### src/rtl/tcls_recovery_sequencer.sv
// Lock-step recovery initiator: on mismatch, reads MISMATCHES_0..2, sets SP_STORE, waits HoldCycles, clears SP_STORE.
// One request at a time with fields held while stalled; a request stalled for TimeoutCycles or errored aborts the sequence.
module tcls_recovery_sequencer #(
    parameter logic [31:0] BaseAddr      = 32'h0,
    parameter logic [31:0] Mm0Offset     = 32'h4,
    parameter logic [31:0] SpStoreOffset = 32'h10,
    parameter logic [31:0] SpSetValue    = 32'h1,
    parameter int unsigned HoldCycles    = 16,
    parameter int unsigned TimeoutCycles = 256
) (
    input  logic             clk_i,
    input  logic             rst_i,
    input  logic             mismatch_i,
    input  logic             err_clr_i,
    output logic             reg_valid_o,
    output logic             reg_write_o,
    output logic [31:0]      reg_addr_o,
    output logic [31:0]      reg_wdata_o,
    output logic [3:0]       reg_wstrb_o,
    input  logic             reg_ready_i,
    input  logic [31:0]      reg_rdata_i,
    input  logic             reg_error_i,
    output logic             busy_o,
    output logic             done_o,
    output logic             err_o,
    output logic [2:0][31:0] mm_cnt_o,
    output logic [2:0]       faulty_core_o
);
    localparam int unsigned HoldW = (HoldCycles > 1) ? $clog2(HoldCycles) : 1;
    localparam int unsigned WaitW = $clog2(TimeoutCycles);

    typedef enum logic [3:0] {
        S_IDLE, S_RD0, S_RD1, S_RD2, S_SET, S_HOLD, S_CLR, S_DONE, S_ABORT
    } state_t;

    state_t           r_state;
    state_t           w_state_nxt;
    logic             r_pending;
    logic             r_err;
    logic [2:0][31:0] r_mm_cnt;
    logic [2:0]       r_faulty;
    logic [1:0]       r_chg;
    logic [HoldW-1:0] r_hold_cnt;
    logic [WaitW-1:0] r_wait_cnt;

    logic             w_req;
    logic             w_write;
    logic [31:0]      w_addr;
    logic [31:0]      w_wdata;
    logic [3:0]       w_wstrb;
    logic             w_xfer;
    logic             w_ok;
    logic             w_timeout;

    always_comb begin
        w_req   = 1'b0;
        w_write = 1'b0;
        w_addr  = 32'h0;
        w_wdata = 32'h0;
        w_wstrb = 4'h0;
        case (r_state)
            S_RD0: begin w_req = 1'b1; w_addr = BaseAddr + Mm0Offset;         end
            S_RD1: begin w_req = 1'b1; w_addr = BaseAddr + Mm0Offset + 32'd4; end
            S_RD2: begin w_req = 1'b1; w_addr = BaseAddr + Mm0Offset + 32'd8; end
            S_SET: begin
                w_req   = 1'b1;
                w_write = 1'b1;
                w_addr  = BaseAddr + SpStoreOffset;
                w_wdata = SpSetValue;
                w_wstrb = 4'hF;
            end
            S_CLR: begin
                w_req   = 1'b1;
                w_write = 1'b1;
                w_addr  = BaseAddr + SpStoreOffset;
                w_wstrb = 4'hF;
            end
            default: ;
        endcase
    end

    assign w_xfer    = w_req && reg_ready_i;
    assign w_ok      = w_xfer && !reg_error_i;
    assign w_timeout = w_req && !reg_ready_i && (r_wait_cnt == WaitW'(TimeoutCycles - 1));

    always_comb begin
        w_state_nxt = r_state;
        case (r_state)
            S_IDLE:  if (mismatch_i || r_pending) w_state_nxt = S_RD0;
            S_RD0:   if (w_ok) w_state_nxt = S_RD1;
            S_RD1:   if (w_ok) w_state_nxt = S_RD2;
            S_RD2:   if (w_ok) w_state_nxt = S_SET;
            S_SET:   if (w_ok) w_state_nxt = S_HOLD;
            S_HOLD:  if (r_hold_cnt == '0) w_state_nxt = S_CLR;
            S_CLR:   if (w_ok) w_state_nxt = S_DONE;
            S_DONE:  w_state_nxt = S_IDLE;
            S_ABORT: w_state_nxt = S_IDLE;
            default: w_state_nxt = S_IDLE;
        endcase
        if ((w_xfer && reg_error_i) || w_timeout) w_state_nxt = S_ABORT;
    end

    always_ff @(posedge clk_i) begin
        if (rst_i) begin
            r_state    <= S_IDLE;
            r_pending  <= 1'b0;
            r_err      <= 1'b0;
            r_mm_cnt   <= '0;
            r_faulty   <= 3'b000;
            r_chg      <= 2'b00;
            r_hold_cnt <= '0;
            r_wait_cnt <= '0;
        end else begin
            r_state <= w_state_nxt;
            // Leaving IDLE consumes any pending event; ABORT discards it.
            if (r_state == S_IDLE || r_state == S_ABORT) r_pending <= 1'b0;
            else if (mismatch_i)                         r_pending <= 1'b1;
            if (r_state == S_ABORT) r_err <= 1'b1;
            else if (err_clr_i)     r_err <= 1'b0;
            if (w_ok) begin
                case (r_state)
                    S_RD0: begin
                        r_mm_cnt[0] <= reg_rdata_i;
                        r_chg[0]    <= (reg_rdata_i != r_mm_cnt[0]);
                    end
                    S_RD1: begin
                        r_mm_cnt[1] <= reg_rdata_i;
                        r_chg[1]    <= (reg_rdata_i != r_mm_cnt[1]);
                    end
                    S_RD2: begin
                        r_mm_cnt[2] <= reg_rdata_i;
                        r_faulty    <= {(reg_rdata_i != r_mm_cnt[2]), r_chg};
                    end
                    default: ;
                endcase
            end
            if (r_state == S_SET)                          r_hold_cnt <= HoldW'(HoldCycles - 1);
            else if (r_state == S_HOLD && r_hold_cnt != '0) r_hold_cnt <= r_hold_cnt - 1'b1;
            if (!w_req || w_xfer) r_wait_cnt <= '0;
            else                  r_wait_cnt <= r_wait_cnt + 1'b1;
        end
    end

    assign reg_valid_o   = w_req;
    assign reg_write_o   = w_write;
    assign reg_addr_o    = w_addr;
    assign reg_wdata_o   = w_wdata;
    assign reg_wstrb_o   = w_wstrb;
    assign busy_o        = (r_state != S_IDLE);
    assign done_o        = (r_state == S_DONE);
    assign err_o         = r_err;
    assign mm_cnt_o      = r_mm_cnt;
    assign faulty_core_o = r_faulty;

endmodule

### config.mk
export PLATFORM = sky130hd
export DESIGN_NAME = tcls_recovery_sequencer
export DESIGN_NICKNAME = d
export VERILOG_FILES = /design/src/rtl/tcls_recovery_sequencer.sv
export SDC_FILE = /design/constraint.sdc
export NUM_CORES = 1
export LEC_CHECK = 0
export ABC_AREA = 1
export BUFFER_PORTS_ARGS = -buffer_cell sky130_fd_sc_hd__buf_2
export CAP_MARGIN = 25
export CORE_ASPECT_RATIO = 0.9
export CORE_MARGIN = 4
export CORE_UTILIZATION = 45
export CTS_BUF_LIST = sky130_fd_sc_hd__clkbuf_4 sky130_fd_sc_hd__clkbuf_8
export DETAILED_ROUTE_END_ITERATION = 12
export HOLD_SLACK_MARGIN = 0.12
export PLACE_DENSITY_LB_ADDON = 0.08
export SLEW_MARGIN = 10
export SYNTH_ARGS = -nofsm -noshare
export SYNTH_HDL_FRONTEND = slang
export SYNTH_SLANG_ARGS = --single-unit
### constraint.sdc
create_clock -name clk_i -period 1.3 [get_ports clk_i]
set_input_delay 0.065 -clock clk_i [delete_from_list [all_inputs] [get_ports clk_i]]
set_output_delay 0.065 -clock clk_i [all_outputs]
set_load 0.01 [all_outputs]
# After elaboration in Yosys (flattened, before gate mapping)
# Index checks and enable logic that the tools add are counted.
# totals
reg_bits	119
inputBits	38
out_inout_bits	172
elab_cells	87
# op_classes
addsub	2
eq_ne	26
mux	18
n_reduce_logical	29
# op_table
op	n
32-bit inequality test	3
4-bit two-way mux	11
4-bit one-hot mux with 7 select lines	1
3-bit inequality test (second input constant)	7
5-bit one-hot mux with 4 select lines	1
4-bit by 3-bit == test with 1-bit output (second input constant)	4
2-bit inequality test (second input constant)	7
7-bit AND reduction	2
8-bit by 1-bit adder with 8-bit output (second input constant)	1
4-bit by 2-bit == test with 1-bit output (second input constant)	2
8-bit == test (second input constant)	1
4-bit logical NOT	2
4-bit nonzero test	2
2-bit OR reduction	4
1-bit logical AND	6
2-bit AND reduction	3
1-bit two-way mux	5
5-bit OR reduction	1
4-bit by 1-bit == test with 1-bit output (second input constant)	1
4-bit == test (second input constant)	1
1-bit logical OR	4
2-bit nonzero test	2
4-bit by 1-bit subtractor with 4-bit output (second input constant)	1
1-bit logical NOT	3

# Logic depth before layout (Yosys ltp)
# Gate-level depths: netlist of the first run.
# logic_depth
ltp_word	8
depth_mapped	9
mapped_depth_nobuf	9

# Worst setup path after synthesis of the first run
# OpenSTA, ideal clock, no wires.
# synth_timing
kind	register to register
from	reg r_state[0]
to	reg r_mm_cnt (netlist bit mm_cnt_o[78])
setup_time_ps	116
arrival_ps	1312
t_required_ps	1184
slack_ps	-128
path_stages_with_launch	8
path_buffers	2
synth_period_minus_slack_ps	1428
path_cell_list	dfxtp_1 -> nor2_2 -> o21ai_4 -> nand4_4 -> buf_6 -> buf_6 -> o21ai_1 -> a21oi_1
# synth_between
elab_chain_cells	6
word_cells_on_any_way	10
cone_classes	eq/ne (5); mux (1); reduce/logical (4)
# synth_lines
element	line_no	text
from (decl)	36	state_t r_state;
from (signal assigned)	114	r_state <= w_state_nxt;
4-bit by 3-bit == test with 1-bit output, or another cell as far along	61	case (r_state)
5-bit OR reduction (no source line) (*)	n/a	
1-bit two-way mux (*)	61	
named net reg_valid_o	15	output logic reg_valid_o,
1-bit logical AND (*)	82	assign w_xfer = w_req && reg_ready_i;
1-bit logical AND (*)	83	assign w_ok = w_xfer && !reg_error_i;
2-bit AND reduction (no source line) (*)	n/a	
to (decl)	40	logic [2:0][31:0] r_mm_cnt;
# The timed path passes the listed nets; every way through them passes the cells marked *.
# A chain may end at the register's enable or synchronous reset.

# Worst setup path in the final report of the first run
# layout_timing
from	reg r_state[0]
to	reg r_mm_cnt (netlist bit mm_cnt_o[65])
# layout_between
elab_chain_cells	6
word_cells_on_any_way	10
cone_classes	eq/ne (5); mux (1); reduce/logical (4)
# layout_lines
element	line_no
4-bit by 3-bit == test with 1-bit output, or another cell as far along	61
5-bit OR reduction (no source line)	n/a
1-bit two-way mux	61
1-bit logical AND	82
1-bit logical AND	83
2-bit AND reduction (no source line) (*)	n/a
# Every way passes the cells marked *; elsewhere a longest branch is shown, timed or not.

==> metrics.md, run 1 <==
| Metric | Value |
|---|---|
| Register area share after synthesis | 0.369 |
| Starting density of the core | 0.460 |
| PD cells | 1270 nW/um2 |
| Area grow syn2layout | 33.6% |
| DRC Markers | 0 |
| Vias | roughly 6400 |
| Clock root buffer | clkbuf_8 |
| Largest net degree at the start of global routing | 74 |
| H-tree levels | 4 |
| Hold endpoint | r_chg[0] |
| Power, Total | 10.9 mW |
| Ports | 210 |
| Hold Path Class | in -> reg |
| Final worst slack | -0.187 ns |
| Type of origin of the critical path | flop |
| Max frequency | 0.673 GHz |
| Util after Layout | 0.614 |
| Layout cells sized above 1 | 0.260 |
| Failing checks | setup timing |
| I/O Buffers | 149 |
| Dominant cell type by area after synthesis | dfxtp_1 |
| Post-Synthesis Cell Area | 6460 um2 |
| Core Region | 14100 um2 |
| #FFs+latches synth | 119 |
| FFs w/ async S/R, synth | 0 |
| GR Overflow Total | 0 |
| Endpoint class of the critical path | flop |
| Global-route wire length before repair | between 20 and 30 mm |
| Clock transition at the registers of the reported paths | ~0.07 ns |
| Dominant synthesized flop cell | dfxtp_1 |
| Clock Skew | 0.0114 ns |
| Count of cell types in the netlist | 33 |
| Minimum clock period | 1.49 ns |
| Worst reg2reg path endpoint | mm_cnt_o[65] |
| Starting DRT DRC Count | 324 |
| Setup CP Type | reg -> reg |
| Drt first pass iters | 4 |
| Ys Warns | 0 |
| Routed Wire Length | 17.8 mm |
| Number of buffers created by CTS | 17 |
| Clock buffer depth | 2 |
| Tightest Pin Transition | 0.522 ns |
| Mean Syn Cell Area | 6.56 um2 |
| Post-DR vias/cell | around 4.5 |
| CP Data Arrival Time | 1.81 ns |
| Worst r2r src | r_state[0] |
| GRT Util Overall | 0.213 |
| Initial antenna violation count | 0 |
| Critical-path top delay cell | dfxtp_4 |
| Final slew viol count | 0 |
| Crit path required time | between 1.5 and 2 ns |
| Die area | 16300 um2 |
| Hpwl dp | 12.4 mm |
| Nets | 1245 |
| Top post-synthesis cells by area | dfxtp_1, nand2_1, a21oi_1, buf_4, inv_1 |
| Placer Congestion | 0.852 |
| Top cell type's share of synthesized area | 0.369 |
| Clock sinks | 119 |
| Worst path cell trace | nor2_2 > nand2_2 > o21ai_4 > buf_4 > nand4_4 > buf_12 > o21ai_1 > a21oi_1 |
| Post-synthesis cell count | a little under 1000 |
| Tcrit/Tclk final | 1.14 |
| N_diodes | 0 |
| Worst Setup SP | r_state[0] |
| Final hold violation count | 0 |
| TritonCTS clock tree | built |
| Post-synth top cells | nand2_1, dfxtp_1, inv_1, a21oi_1, nor2_1 |
| Max_cap viols | 0 |
| Worst reg2reg setup slack | -0.19 ns |
| Die X | 134 um |
| Status | finished, violations left |
| DR WL/cell | 12.6 um |
| Vias in the first global route | 5805 |
| Die Span Y | approximately 120 um |
| Final ANT Viol Nets | 0 |
| Hold path cells | 7 |
| Hold Crit Start | reg_rdata_i[30] |
| Post-Place Worst Slack | -0.187 ns |
| R2R depth | 8 |
| CP peak stage delay | 0.38 ns |
| RSZ-0062 raised after global routing | yes |
| Count leader, synth | nand2_1 |
| Max rail drop VDD | 0.846 mV |
| Post-synth EDFFs | 0 |
| Final setup violation count | between 100 and 150 |
| Crit path max fanout | 34 |
| Worst-case headroom to the max-slew limit | 0.648 |
| Leakage | 4.15 nW |
| Rows | 41 |
| Insertion delay to the later sink of the worst-skew pair | around 0.44 ns |
[cells in the final DEF, fill, tap and decap left out, types with 4 or more instances in the layout]
master / n
nand2_1: 292
buf_2: 145
dfxtp_1: 113
inv_1: 105
a21oi_1: 98
nor2_1: 72
conb_1: 60
o21ai_1: 39
buf_4: 39
dlygate4sd3_1: 37
o21ai_0: 30
clkbuf_8: 21
xor2_1: 16
buf_6: 16
xnor2_1: 15
nand3_1: 13
a21oi_2: 10
o21ai_2: 10
inv_2: 9
buf_12: 8
nor2_2: 7
nand2_2: 6
clkinv_2: 6
nor2_4: 5
nand3_2: 4
dfxtp_2: 4
[sequential cells by signal, indices dropped and copies added, names as in the netlist]
| register | flops |
|---|---|
| mm_cnt_o | 96 |
| r_wait_cnt | 8 |
| r_hold_cnt | 4 |
| r_state | 4 |
| faulty_core_o | 3 |
| r_chg | 2 |
| err_o | 1 |
| r_pending | 1 |
[logic make-up (layout without fill, tap and decap cells)]
logic type | after synthesis | after routing | share of synthesized area
simple gates | 420 | 420 | 0.258
buf+inv | 222 | 396 | 0.176
compound gates | 190 | 190 | 0.151
flops | 119 | 119 | 0.369
xor+xnor | 31 | 31 | 0.0420
fa+ha+maj | 2 | 2 | 0.00387
other cells | 1 | 60 | 0.000580
[where the power goes]
part / switching (mW) / total [mW] / internal (mW)
logic: 1.81 / 3.31 / 1.50
clock network: 1.52 / 3.45 / 1.93
registers: 0.248 / 4.19 / 3.94
[how the worst max path moves through the flow]
| stage | endpoint | slack, ns | depth (start not counted) |
|---|---|---|---|
| final | mm_cnt_o[65] | -0.19 | 8 |
| after global routing | mm_cnt_o[70] | -0.26 | 8 |
| after CTS | reg_wstrb_o[1] | -0.17 | 5 |
| after detailed placement | mm_cnt_o[67] | -0.19 | 6 |
| after global placement | mm_cnt_o[17] | -0.15 | 8 |
| after floorplan | mm_cnt_o[78] | -0.09 | 8 |
[per-stage QoR]
stage / instances / hold WS [ns] / instance area, um2 / setup TNS (ns)
5_1_grt: 1411 / 0.260 / 8630 / -21.14
2_1_floorplan: 1044 / 0.208 / 6690 / -1.46
4_1_cts: 1407 / 0.181 / 8410 / -11.14
6_report: 1411 / 0.199 / 8630 / -11.50
3_3_place_gp: 1335 / 0.360 / 7470 / -8.72
3_5_place_dp: 1335 / 0.377 / 7470 / -10.17
[critical path: cells and delay by family (launching register included)]
kind / cells / cell delay (ns)
AOI/OAI and AO/OA: 3 / 0.26
buffers and inverters: 2 / 0.36
DFF: 1 / 0.38
and+or+nand+nor: 3 / 0.37
[final cells by class]
type,count,area [um2]
clock buffers,23,304
fillers,1362,5420
well taps,193,241
clock inverters,9,97.6
flip-flops and latches,119,2390
repair buffers,247,1770
inverters,117,447
multi-input cells,703,3380
[what timing repair did]
action                                  in CTS  in global routing
gates resized for setup                     57                 73
endpoints found under the hold margin      111                  0
endpoints found under the setup margin     126                125
buffers inserted                             3                  3
hold buffers                                37                  0
pin swaps                                    8                 11
cloned                                       0                  1
[metal layers]
metal  global-route usage  routed length (um)  up-vias
met5                    0                   0        -
met4               0.0655                 242        0
met3               0.0566                1090       17
met2                0.347                8150      177
met1                0.279                8280     2818
li1                     -                   -     3382
Note: power is estimated with default switching activity, not from simulation.
==> inputs of run 2 (changes only) <==
--- a/config.mk
+++ b/config.mk
@@ -11,7 +11,7 @@
 export CORE_ASPECT_RATIO = 0.9
 export CORE_MARGIN = 4
 export CORE_UTILIZATION = 45
-export CTS_BUF_LIST = sky130_fd_sc_hd__clkbuf_4 sky130_fd_sc_hd__clkbuf_8
+export CTS_BUF_LIST = sky130_fd_sc_hd__clkbuf_16
 export DETAILED_ROUTE_END_ITERATION = 12
 export HOLD_SLACK_MARGIN = 0.12
 export PLACE_DENSITY_LB_ADDON = 0.08
==> constraint.sdc (replaced) <==
create_clock -name clk_i -period 1.79 [get_ports clk_i]
set_input_delay 0.0895 -clock clk_i [delete_from_list [all_inputs] [get_ports clk_i]]
set_output_delay 0.0895 -clock clk_i [all_outputs]
set_load 0.01 [all_outputs]
==> run 2 against run 1 <==
- the run now ends clean
- setup slack improved by 0.39 ns
- sequential share of layout area up 2.2 points
- combinational power is 49% lower
- highest routed layer unchanged
==> metrics.md, run 2 (same netlist as run 1, synthesis figures left out) <==
| Metric | Value |
|---|---|
| Status | finished clean |
| Worst Setup SP | r_state[0] |
| Area grow syn2layout | 23.0% |
| Clock buffer depth | 2 |
| Initial antenna violation count | 0 |
| Post-DR vias/cell | 4.46 |
| Most common cell after layout, fill and taps aside | nand2_1 |
| Placer Congestion | 0.828 |
| Worst-case headroom to the max-slew limit | 0.658 |
| GRT Util Overall | 0.205 |
| Die X | about 130 um |
| Starting density of the core | 0.460 |
| Die area | 16300 um2 |
| Largest net degree at the start of global routing | 47 |
| Max frequency | about 0.63 GHz |
| DR WL/cell | 12.2 um |
| Die Span Y | 122 um |
| Endpoint class of the critical path | primary output |
| Final slew viol count | 0 |
| Worst reg2reg setup slack | ~0.22 ns |
| Setup CP Type | reg -> out |
| Rows | ~40 |
| N_diodes | 0 |
| H-tree levels | 4 |
| Global-route wire length before repair | 27.0 mm |
| Vias in the first global route | 5521 |
| Post-DP Area | 7080 um2 |
| CP peak stage delay | 0.37 ns |
| Starting DRT DRC Count | 298 |
| Final hold violation count | 0 |
| Setup bufs post-CTS | 0 |
| Tcrit/Tclk final | 0.885 |
| Register area | 2380 um2 |
| Area of the multi-input gates | 3170 um2 |
| DRC Markers | 0 |
| Clock transition at the registers of the reported paths | around 0.050 ns |
| Max_cap viols | 0 |
| I/O Buffers | 149 |
| Max reg flops | 96 |
| Leakage | 3.87 nW |
| Core Region | roughly 14000 um2 |
| Clock root buffer | clkbuf_16 |
| PD cells | 967 nW/um2 |
| Layout cells sized above 1 | 0.173 |
| Layout Cells excl Fill | ~1400 |
| TritonCTS clock tree | built |
| Layout filler cell count | roughly 1500 |
| Number of buffers created by CTS | 17 |
| Critical-path top delay cell | dfxtp_1 |
| Worst path cell trace | nor2_2 > inv_1 > nor2_1 > buf_2 |
| Worst r2r src | r_state[0] |
| RSZ-0062 raised after global routing | no |
| Most frequent cells in the layout | nand2_1, buf_2, dfxtp_1 |
| Final ANT Viol Nets | 0 |
| CP Data Arrival Time | between 1 and 1.5 ns |
| Vias | about 6100 |
| Drt first pass iters | 5 |
| Type of origin of the critical path | flop |
| Clock sinks | 119 |
| GR Overflow Total | 0 |
| Final setup violation count | 0 |
| Clock Skew | 0.00833 ns |
| Fin area | 7950 um2 |
| Tightest Pin Transition | 0.507 ns |
| Minimum clock period | 1.58 ns |
| Hold Path Class | reg -> reg |
| Insertion delay to the later sink of the worst-skew pair | 0.42 ns |
| Hpwl dp | 12.0 mm |
| Hold Crit Start | r_wait_cnt[0] |
| Crit path required time | 1.70 ns |
| Nets | 1196 |
| Crit path max fanout | 7 |
| Max rail drop VDD | 0.828 mV |
| Ports | 210 |
| DP Cell Count | approximately 1300 |
| Setup tns final | 0 ns |
| Routed Wire Length | 16.6 mm |
-- run 2: cell types whose count changed in the layout (fill, tap and decap cells not counted), sizes merged --
cell / before / now
buf: 209 / 161
clkbuf: 24 / 17
inv: 117 / 120
bufinv: 2 / 1
clkinv: 6 / 7
clkinvlp: 1 / 0
-- run 2: repair_timing --
action | CTS | global route
endpoints found under the setup margin | 0 | 8
resized for setup | 0 | 5
hold endpoints to repair | 103 | 0
hold buffers | 37 | 0
-- run 2: stage by stage --
stage / worst slack [ns] / util / total power, mW / hold WS [ns]
finish: 0.206 / 0.566 / 7.69 / 0.449
global route: 0.0279 / 0.566 / 8.15 / 0.474
CTS: 0.143 / 0.565 / 7.77 / 0.449
detailed placement: 0.183 / 0.503 / 4.71 / 0.401
global placement: 0.223 / 0.503 / 4.71 / 0.385
floorplan: 0.362 / - / 4.26 / 0.232
-- run 2: area by class of cell --
| class | count | area share |
|---|---|---|
| Clock buffer | 17 | 0.0535 |
| Clock inverter | 11 | 0.00913 |
| Inverter | 117 | 0.0552 |
| Multi-Input combinational cell | 703 | 0.398 |
| Sequential cell | 119 | 0.300 |
| Tap cell | 193 | 0.0304 |
| Timing Repair Buffer | 198 | 0.154 |
-- run 2: layer usage --
layer	wire (um)	vias to the layer above	global-route usage	share of wire
met4	240	0	0.0598	0.014
met1	8130	2611	0.282	0.49
met2	7260	153	0.317	0.44
met5	0	-	0	0
li1	-	3278	-	-
met3	983	18	0.0566	0.059
-- run 2: worst paths after layout --
path	to	cells after the start
max	reg_wdata_o[0]	4
min	r_wait_cnt[0]	1
max reg2reg	mm_cnt_o[70]	6
min reg2reg	r_wait_cnt[0]	1
-- run 2: where the power goes --
part	leakage, nW	total (mW)	internal, mW	switching [mW]
logic	2.65	1.70	0.632	1.07
clock network	0.260	2.96	1.83	1.14
registers	0.961	3.02	2.85	0.170
-- run 2: critical path: cells and delay by family, from the launching register on --
kind          cells  cell delay [ns]
flops             1             0.37
buf+inv           2             0.26
simple gates      2             0.44
==> inputs of run 3 (changes only) <==
--- a/config.mk
+++ b/config.mk
@@ -6,7 +6,7 @@
 export NUM_CORES = 1
 export LEC_CHECK = 0
 export ABC_AREA = 1
-export BUFFER_PORTS_ARGS = -buffer_cell sky130_fd_sc_hd__buf_2
+export BUFFER_PORTS_ARGS = -buffer_cell sky130_fd_sc_hd__buf_4
 export CAP_MARGIN = 25
 export CORE_ASPECT_RATIO = 0.9
 export CORE_MARGIN = 4
==> run 3 against run 2 <==
- design area is 5.9% higher
- critical path depth is 3 higher
- power is 9.3% higher
- fmax is 0.51% higher
- clock-buffer cell count stayed put
- clock power is 20% higher
- combinational power is 8% higher
- flip-flop and latch count stayed put
- global-route usage is 0.079 points higher
- final cell count is 0.15% higher
- setup slack better by 0.0081 ns
==> metrics.md, run 3 (same netlist as run 1, synthesis figures left out) <==
| Metric | Value |
|---|---|
| Post-DR vias/cell | about 4.5 |
| Register area | 2380 um2 |
| Crit path required time | between 2 and 2.5 ns |
| Rows | 41 |
| Setup CP Type | reg -> reg |
| Hold endpoint | r_wait_cnt[1] |
| Max reg flops | 96 |
| Most frequent cells in the layout | nand2_1, buf_4, dfxtp_1 |
| Final ANT Viol Nets | 0 |
| Worst-case headroom to the max-slew limit | 0.664 |
| Layout filler cell count | 1363 |
| Tcrit/Tclk final | 0.880 |
| Layout cells sized above 1 | 0.180 |
| Drt first pass iters | 5 |
| Final worst slack | between 0.2 and 0.25 ns |
| Largest net degree at the start of global routing | 47 |
| Final slew viol count | 0 |
| Max frequency | 0.635 GHz |
| DRC Markers | 0 |
| Vias | between 6000 and 7000 |
| CP Data Arrival Time | 1.87 ns |
| R2R depth | 7 |
| Final hold violation count | 0 |
| Type of origin of the critical path | flop |
| Die X | 134 um |
| Post-DP Area | around 7400 um2 |
| PD cells | 998 nW/um2 |
| Worst reg2reg path endpoint | mm_cnt_o[71] |
| RSZ-0062 raised after global routing | no |
| H-tree levels | 4 |
| Post-Place Worst Slack | 0.186 ns |
| Max_cap viols | 0 |
| Die Span Y | 122 um |
| Vias in the first global route | 5528 |
| Placer Congestion | 0.808 |
| Leakage | 3.91 nW |
| Endpoint class of the critical path | flop |
| Max rail drop VDD | ~0.65 mV |
| I/O Buffers | roughly 150 |
| Core Region | 14100 um2 |
| Hold path cells | 4 |
| Global-route wire length before repair | approximately 27 mm |
| Worst r2r src | r_state[3] |
| Status | finished clean |
| Clock buffer depth | 2 |
| TritonCTS clock tree | built |
| Fin area | 8420 um2 |
| Clock transition at the registers of the reported paths | around 0.050 ns |
| N_diodes | 0 |
| Setup bufs post-CTS | 0 |
| Setup tns final | 0 ns |
| Clock root buffer | clkbuf_16 |
| Hold Crit Start | rst_i |
| Die area | 16300 um2 |
| Starting density of the core | 0.460 |
| Final hold slack | 0.154 ns |
| Most common cell after layout, fill and taps aside | nand2_1 |
| Nets | between 1000 and 1500 |
| Insertion delay to the later sink of the worst-skew pair | 0.41 ns |
| Number of buffers created by CTS | 17 |
| Clock Skew | 0.00637 ns |
| Minimum clock period | about 1.6 ns |
| Hold Path Class | in -> reg |
| Starting DRT DRC Count | 331 |
| Hpwl dp | roughly 12 mm |
| Area grow syn2layout | 30.2% |
| Routed Wire Length | ~17 mm |
| Final setup violation count | 0 |
| Ports | 210 |
| Area of the multi-input gates | 3170 um2 |
| Tightest Pin Transition | 0.498 ns |
| GR Overflow Total | 0 |
| Clock sinks | about 120 |
| GRT Util Overall | 0.206 |
| DR WL/cell | 12.4 um |
| Initial antenna violation count | 0 |
| Crit path max fanout | 40 |
| Worst reg2reg setup slack | 0.21 ns |
[run 3: cell types whose count changed in the layout (fill, tap and decap cells not counted), sizes merged]
cell,change
inv,-3
bufinv,+3
dlygate4sd3,-1
clkinvlp,+3
clkinv,+1
buf,-1
[run 3: per-layer routing]
metal  global-route usage  wire length (um)
met1                0.279              8170
met2                0.321              7500
met3               0.0628              1010
met4               0.0553               170
met5                    0                 0
[run 3: worst max-delay path, stage by stage, from the launching register on]
cell,delay [ns]
dfxtp_1,0.31
inv_1,0.12
nand2_2,0.13
o21ai_4,0.23
nand4_4,0.12
buf_4,0.27
o21ai_0,0.20
a21oi_1,0.05
[run 3: how the worst max path moves through the flow]
| stage | from | to | depth (start not counted) |
|---|---|---|---|
| after floorplan | r_state[0] | mm_cnt_o[78] | 7 |
| after global placement | r_state[0] | mm_cnt_o[74] | 6 |
| final | r_state[3] | mm_cnt_o[71] | 7 |
| after global routing | r_state[1] | mm_cnt_o[66] | 6 |
| after CTS | r_state[0] | mm_cnt_o[71] | 6 |
| after detailed placement | r_state[0] | mm_cnt_o[86] | 6 |
[run 3: layout make-up]
type / count / area share
clock buffers: 17 / 0.0506
clock inverters: 15 / 0.0220
inverters: 117 / 0.0522
multi-input cells: 703 / 0.376
flip-flops and latches: 119 / 0.283
well taps: 193 / 0.0287
repair buffers: 196 / 0.187
[run 3: per-stage QoR]
step | utilization | power, mW | cells
floorplan | - | 4.26 | 1044
global placement | 0.529 | 4.85 | 1292
detailed placement | 0.529 | 4.85 | 1292
CTS | 0.598 | 8.47 | 1360
global route | 0.599 | 8.85 | 1360
finish | 0.599 | 8.40 | 1360
[run 3: repair_timing]
action,in CTS,in global routing
hold buffers,36,0
resized for setup,0,2
endpoints found under the hold margin,102,0
endpoints found under the setup margin,0,8
[run 3: power by group]
group	switching [mW]	total, mW	leakage [nW]	internal, mW
clock network	1.23	3.54	0.296	2.30
registers	0.182	3.04	0.961	2.85
logic	1.07	1.83	2.66	0.764
total	2.48	8.40	3.91	5.92
